### src/rtl/altmem_reader.sv
// rtl/altmem_reader.sv - RAM read front end with a 3-deep response FIFO and write forwarding
//
// Accepts one read request per cycle, issues it to the RAM read port and
// queues the result one cycle later. A write to the same address in the
// accepting cycle is forwarded, because the RAM's mixed-port
// read-during-write result is undefined.
module altmem_reader #(
  parameter int ADDR_WIDTH = 1,
  parameter int DATA_WIDTH = 1
) (
  input  logic                  CLK,
  input  logic                  RST,
  input  logic                  REQ_VALID,
  output logic                  REQ_READY,
  input  logic [ADDR_WIDTH-1:0] REQ_ADDR,
  output logic                  RSP_VALID,
  input  logic                  RSP_READY,
  output logic [DATA_WIDTH-1:0] RSP_DATA,
  output logic                  MEM_REN,
  output logic [ADDR_WIDTH-1:0] MEM_ADDRR,
  input  logic [DATA_WIDTH-1:0] MEM_DO,
  input  logic                  WR_EN,
  input  logic [ADDR_WIDTH-1:0] WR_ADDR,
  input  logic [DATA_WIDTH-1:0] WR_DATA
);

  logic [1:0]            cnt;
  logic                  inf;
  logic                  fwd;
  logic [DATA_WIDTH-1:0] fwd_data;
  logic [DATA_WIDTH-1:0] fifo [0:2];
  logic [1:0]            wr_ptr;
  logic [1:0]            rd_ptr;

  logic [2:0]            occupancy;
  logic                  accept;
  logic                  push;
  logic                  pop;
  logic [DATA_WIDTH-1:0] push_data;

  function automatic logic [1:0] next_ptr(input logic [1:0] p);
    return (p == 2'd2) ? 2'd0 : p + 2'd1;
  endfunction

  // Handshake and RAM read port; readiness counts the in-flight read as a reserved slot
  always_comb begin
    occupancy = {1'b0, cnt} + {2'b00, inf};
    REQ_READY = !RST && (occupancy < 3'd3);
    accept    = REQ_VALID && REQ_READY;
    MEM_REN   = accept;
    MEM_ADDRR = REQ_ADDR;
    push      = inf;
    push_data = fwd ? fwd_data : MEM_DO;
    RSP_VALID = !RST && (cnt != 2'd0);
    RSP_DATA  = fifo[rd_ptr];
    pop       = RSP_VALID && RSP_READY;
  end

  // Control state: in-flight flag, forward capture, pointers and occupancy
  always_ff @(posedge CLK) begin
    if (RST) begin
      cnt    <= 2'd0;
      inf    <= 1'b0;
      fwd    <= 1'b0;
      wr_ptr <= 2'd0;
      rd_ptr <= 2'd0;
    end else begin
      inf      <= accept;
      fwd      <= accept && WR_EN && (WR_ADDR == REQ_ADDR);
      fwd_data <= WR_DATA;
      if (push) wr_ptr <= next_ptr(wr_ptr);
      if (pop)  rd_ptr <= next_ptr(rd_ptr);
      case ({push, pop})
        2'b10:   cnt <= cnt + 2'd1;
        2'b01:   cnt <= cnt - 2'd1;
        default: cnt <= cnt;
      endcase
    end
  end

  // FIFO storage; contents need no reset since occupancy gates visibility
  always_ff @(posedge CLK) begin
    if (!RST && push) fifo[wr_ptr] <= push_data;
  end

endmodule

### config.mk
export PLATFORM = sky130hd
export DESIGN_NAME = altmem_reader
export DESIGN_NICKNAME = d
export VERILOG_FILES = /design/src/rtl/altmem_reader.sv
export SDC_FILE = /design/constraint.sdc
export NUM_CORES = 1
export LEC_CHECK = 0
export CORE_MARGIN = 1.5
export CORE_UTILIZATION = 46
export DETAILED_ROUTE_END_ITERATION = 10
export HOLD_SLACK_MARGIN = 0.06
export PLACE_DENSITY = 0.7
export SLEW_MARGIN = 20
export SYNTH_ARGS = -nofsm -noshare
export SYNTH_HDL_FRONTEND = slang
export SYNTH_SLANG_ARGS = --single-unit
### constraint.sdc
create_clock -name CLK -period 2 [get_ports CLK]
set_input_delay 0.5 -clock CLK [delete_from_list [all_inputs] [get_ports CLK]]
set_output_delay 0.5 -clock CLK [all_outputs]
set_load 0.01 [all_outputs]
* Yosys cells after proc, flatten, opt, wreduce, memory -nomap -nowiden *
Memories as Yosys holds them, arrays and structs flattened. A register that Yosys moved wholly into a read port is not among the register bits.
Index checks and enable logic that the tools add are counted.

operators by class
  muxes and demuxes = 8
  reductions and logical operators = 10
  equal/unequal tests = 5
  add/subtract/negate cells = 5
  divide/modulo/power cells = 0
  shift-type cells = 0
  bitwise logic cells = 0
  magnitude comparators = 1
  multipliers = 0

operator list
  kind                                                                   count
  2-bit 2-to-1 mux                                                       4
  1-bit logical AND                                                      7
  2-bit by 1-bit adder with 2-bit output (second input constant)         3
  2-bit == test (second input constant)                                  3
  2-bit one-hot mux with 2 select lines                                  1
  2-bit nonzero test                                                     2
  2-bit by 1-bit adder with 3-bit output                                 1
  3-bit by 2-bit < comparator with 1-bit output (second input constant)  1
  1-bit 2-to-1 mux                                                       3
  2-bit by 1-bit == test with 1-bit output (second input constant)       1
  2-bit by 1-bit subtractor with 2-bit output (second input constant)    1
  1-bit == test                                                          1
  1-bit zero test                                                        1

word-level totals
  output and inout port bits = 5
  bits in registers = 9
  latch bits = 0
  ROM bits = 0
  memories = 1
  bits of input ports = 9
  bits in writable memories = 3

memories
  memory  depth  bits a word  rd ports  clocked after Yosys merged registers in  write ports  RTL line  RTL
  fifo    3      1            1         1                                        1            31        logic [DATA_WIDTH-1:0] fifo [0:2];

* Depth between registers and ports, before layout *
Gate-level depths: netlist of the first run.

  word-level depth = 6
  mapped depth = 7

* Worst setup path after synthesis of the first run *
OpenSTA, ideal clock, no wires.

  kind = reg2out
  from = register cnt[0]
  to = output MEM_REN
  data arrival time = 1.339 ns
  slack = 0.161 ns
  cell stages (with the launch flop) = 5
  path through = dfxtp_1 -> ha_1 -> ha_1 -> a211oi_4 -> and2_1

on the way
  cells in the longest elaborated chain, start to end = 4

RTL lines
  item                                           RTL line  RTL
  start, declared                                27        logic [1:0] cnt;
  start signal, assigned                         74        2'b10: cnt <= cnt + 2'd1;
  start signal, assigned                         75        2'b01: cnt <= cnt - 2'd1;
  start signal, assigned                         76        default: cnt <= cnt;
  2-bit by 1-bit adder with 3-bit output         47        occupancy = {1'b0, cnt} + {2'b00, inf};
  3-bit by 2-bit < comparator with 1-bit output  48        REQ_READY = !RST && (occupancy < 3'd3);
  1-bit logical AND                              48
  via REQ_READY                                  14        output logic REQ_READY,
  1-bit logical AND                              49        accept = REQ_VALID && REQ_READY;
  end, declared                                  19        output logic MEM_REN,

The timed path passes the listed nets, and every way through them passes these cells.

* Final worst setup path of the first run *
  from = register cnt[0]
  to = output MEM_REN

on the way
  cells in the longest elaborated chain, start to end = 4

RTL lines
  item                                           RTL line
  2-bit by 1-bit adder with 3-bit output         47
  3-bit by 2-bit < comparator with 1-bit output  48
  1-bit logical AND                              48
  1-bit logical AND                              49

No other way between the ends.

==> summary.md, run 1 <==
| Metric | Value |
|---|---|
| Leak pwr | `0.360 nW` |
| Vias | `453` |
| CP Class | `reg -> out` |
| Post-synth top area share | `0.327` |
| Routed Wire Length | `1.13 mm` |
| Post-DP HPWL | `860 µm` |
| TNS Setup | `0 ns` |
| Die Wd | `39.5 µm` |
| Grt peak-use layer | `met2` |
| Synth Register Bits | `14` |
| Initial antenna violation count | `0` |
| Status | `complete, no violations` |
| Setup crit end kind | `output port` |
| Number of global-route vias before repair | `454` |
| Synth Instances | `54` |
| Hold violation total from the final report | `0` |
| Max Slew Vio Count | `0` |
| Gr ovfl total | `0` |
| Worst hold margin | `0.500 ns` |
| Total clock sinks | `14` |
| N_diodes | `0` |
| Slew HR | `0.860` |
| Final Instance Area | `877 µm²` |
| Total power | `0.668 mW` |
| Final nets | `91` |
| Switch share | `0.240` |
| Final Critical Period | `1.99 ns` |
| Reg power frac | `0.487` |
| Final period utilization | `0.997` |
| Drt initial violations | `11` |
| Crit Path Max Fanout | `2` |
| Seq/Total Area, Yosys | `0.522` |
| Number of hold buffers added after cts | `0` |
| Max incr delay on CP | `0.34 ns` |
| Critical Path AT | `1.49 ns` |
| Num rows | `12` |
| Util after Layout | `0.749` |
| Initial core utilization | `0.524` |
| Grt met3 use | `0.0682` |
| Unique masters post-synth | `25` |
| Vias per Instance | `4.92` |
| Comb pwr share | `0.212` |
| Drt wl/cell | `12.2 µm` |
| Most frequent cells in the layout | `buf_4 (9), dfxtp_1 (8), clkdlybuf4s50_1 (7)` |
| Chip Height | `39.5 µm` |
| Post-DP Area | `802 µm²` |
| Finished Layout Cells | `92` |
| Syn Nets | `66` |
| Clock Skew | `0.00684 ns` |
| Setup violators final | `0` |
| Worst-path clk slew | `0.09 ns` |
| Clk_lat worst skew | `0.28 ns` |
| Fmax | `502 MHz` |
| P&R area growth vs syn | `43.1%` |
| Place WS | `-0.427 ns` |
| VDD IR max | `427 µV` |
| TritonCTS buffer count | `3` |
| Max-cap violations | `0` |
| Mean area per synthesized cell | `11.4 µm²` |
| DRT Pass-1 Iters | `4` |
| Die area | `1560 µm²` |
| Cell repeated most along the worst path | `ha_4` |
| Grt met1 use | `0.182` |
| Total I/O pin count | `14` |
| H-tree depth | `1` |
| Layout cell share with drive strength beyond 1 | `0.308` |
| CTS tree | `built` |
| Yosys synthesis warning count | `0` |
| Hold/Removal Path Class | `reg -> reg` |
| Clock share of power | `0.301` |
| Filler Cell Count | `93` |
| RD Place Congestion | `0.649` |
| Setup ws final | `0.00625 ns` |
| DRC viols | `0` |
| CTS Root Cell | `clkbuf_4` |
| Switching Power | `0.160 mW` |
| Tightest Pin Transition | `0.210 ns` |
| Max Root-Sink Buffers | `2` |
| CP startpoint kind | `flop` |
| Mapped Area | `613 µm²` |
| RSZ-0062 raised after global routing | `true` |
| First-pass GRT wire length | `1.90 mm` |
| IO Port Bufs | `13` |
| Largest net degree at the start of global routing | `9` |
| Placed insts | `87` |
| Dominant cell type by area after synthesis | `dfxtp_1` |
| Critical-path cell list | `ha_4 > ha_4 > a211oi_4 > and2_4 > buf_6` |
| Grt met2 use | `0.365` |
| Worst Path Required | `1.50 ns` |
| CP max stage cell | `dfxtp_2` |
| P_int | `0.508 mW` |
| Pwr dens | `762 nW/µm²` |
| Area contributors post-synth | `dfxtp_1 (33%), edfxtp_1 (20%), ha_1 (6.1%), mux2_2 (3.7%), a211oi_4 (3.3%)` |
| Core Footprint | `1170 µm²` |
| Post-route ant nets | `0` |
| GRT Total Usage | `0.196` |
| Commonest non-fill, non-tap cell in the layout | `buf_4` |
[cell families (layout without fill, tap and decap cells)]
| family | Yosys count | count (layout) | synth area share |
|---|---|---|---|
| AND/OR/NAND/NOR | 19 | 19 | 0.176 |
| AO/OA/AOI/OAI | 8 | 8 | 0.102 |
| multiplexers | 3 | 3 | 0.0531 |
| buffers and inverters | 4 | 28 | 0.0429 |
| adder cells (fa/ha/maj) | 3 | 3 | 0.0612 |
| XOR/XNOR | 3 | 3 | 0.0429 |
| flip-flops | 14 | 14 | 0.522 |
[final cells by class]
| class | instances | area, µm² | area share |
|---|---|---|---|
| multi-input cells | 36 | 294 | 0.335 |
| inverters | 2 | 7.51 | 0.00856 |
| repair buffers | 22 | 199 | 0.227 |
| flip-flops and latches | 14 | 323 | 0.368 |
| clock buffers | 4 | 36.3 | 0.0414 |
| well taps | 14 | 17.5 | 0.0200 |
[power groups by stage]
stage	combinational [mW]	sequential (mW)	clock [mW]
final	0.142	0.325	0.201
after global placement	0.131	0.327	0
after global routing	0.157	0.328	0.220
after CTS	0.143	0.326	0.210
after floorplan	0.0717	0.328	0
after detailed placement	0.135	0.328	0
[metal layers]
| metal | share of wire | wire length (µm) |
|---|---|---|
| met3 | 0.039 | 44 |
| met2 | 0.54 | 610 |
| met5 | 0 | 0 |
| met1 | 0.39 | 444 |
| met4 | 0.023 | 26 |
[synthesized netlist by cell type, drive strengths merged]
master,number
dfxtp,10
edfxtp,4
nor2,4
a21oi,3
and2,3
ha,3
nand2,3
a22o,2
buf,2
inv,2
mux2,2
nor3,2
o21ai,2
xnor2,2
a211oi,1
and3,1
and4,1
mux2i,1
nand2b,1
nand3b,1
nor2b,1
or2,1
or3,1
xor2,1
[timing repair]
item / in CTS / in global routing
gates resized for setup: 19 / 1
setup endpoints to repair: 4 / 3
setup buffers: 1 / 0
pin swaps: 2 / 0
[final timing paths]
| check | start | endpoint | slack, ns | depth (start not counted) |
|---|---|---|---|---|
| worst max-delay path | cnt[0] | MEM_REN | 0.006 | 5 |
| worst min-delay path | wr_ptr[1] | wr_ptr[1] | 0.50 | 2 |
| worst max register to register | cnt[0] | cnt[1] | 0.23 | 6 |
| worst min register to register | wr_ptr[1] | wr_ptr[1] | 0.50 | 2 |
[critical path: cells and delay by family (launching register included)]
family                     cells  cell delay [ns]
DFF                            1             0.34
and+or+nand+nor                1             0.19
adders and majority gates      2             0.37
buffers and inverters          1             0.09
AOI/OAI and AO/OA              1             0.22
(Power assumes the default switching activity.)
==> run 2: changes to the inputs <==
--- a/config.mk
+++ b/config.mk
@@ -7,6 +7,7 @@
 export LEC_CHECK = 0
 export CORE_MARGIN = 1.5
 export CORE_UTILIZATION = 46
+export CTS_CLUSTER_SIZE = 25
 export DETAILED_ROUTE_END_ITERATION = 10
 export HOLD_SLACK_MARGIN = 0.06
 export PLACE_DENSITY = 0.7
==> results of run 2 <==
Same layout as run 1: the final DEF is identical, and so are final timing and power.
==> run 3: changes to the inputs <==
--- a/config.mk
+++ b/config.mk
@@ -7,7 +7,7 @@
 export LEC_CHECK = 0
 export CORE_MARGIN = 1.5
 export CORE_UTILIZATION = 46
-export CTS_CLUSTER_SIZE = 25
+export CTS_CLUSTER_SIZE = 20
 export DETAILED_ROUTE_END_ITERATION = 10
 export HOLD_SLACK_MARGIN = 0.06
 export PLACE_DENSITY = 0.7
==> results of run 3 <==
Same layout as run 1: the final DEF is identical, and so are final timing and power.
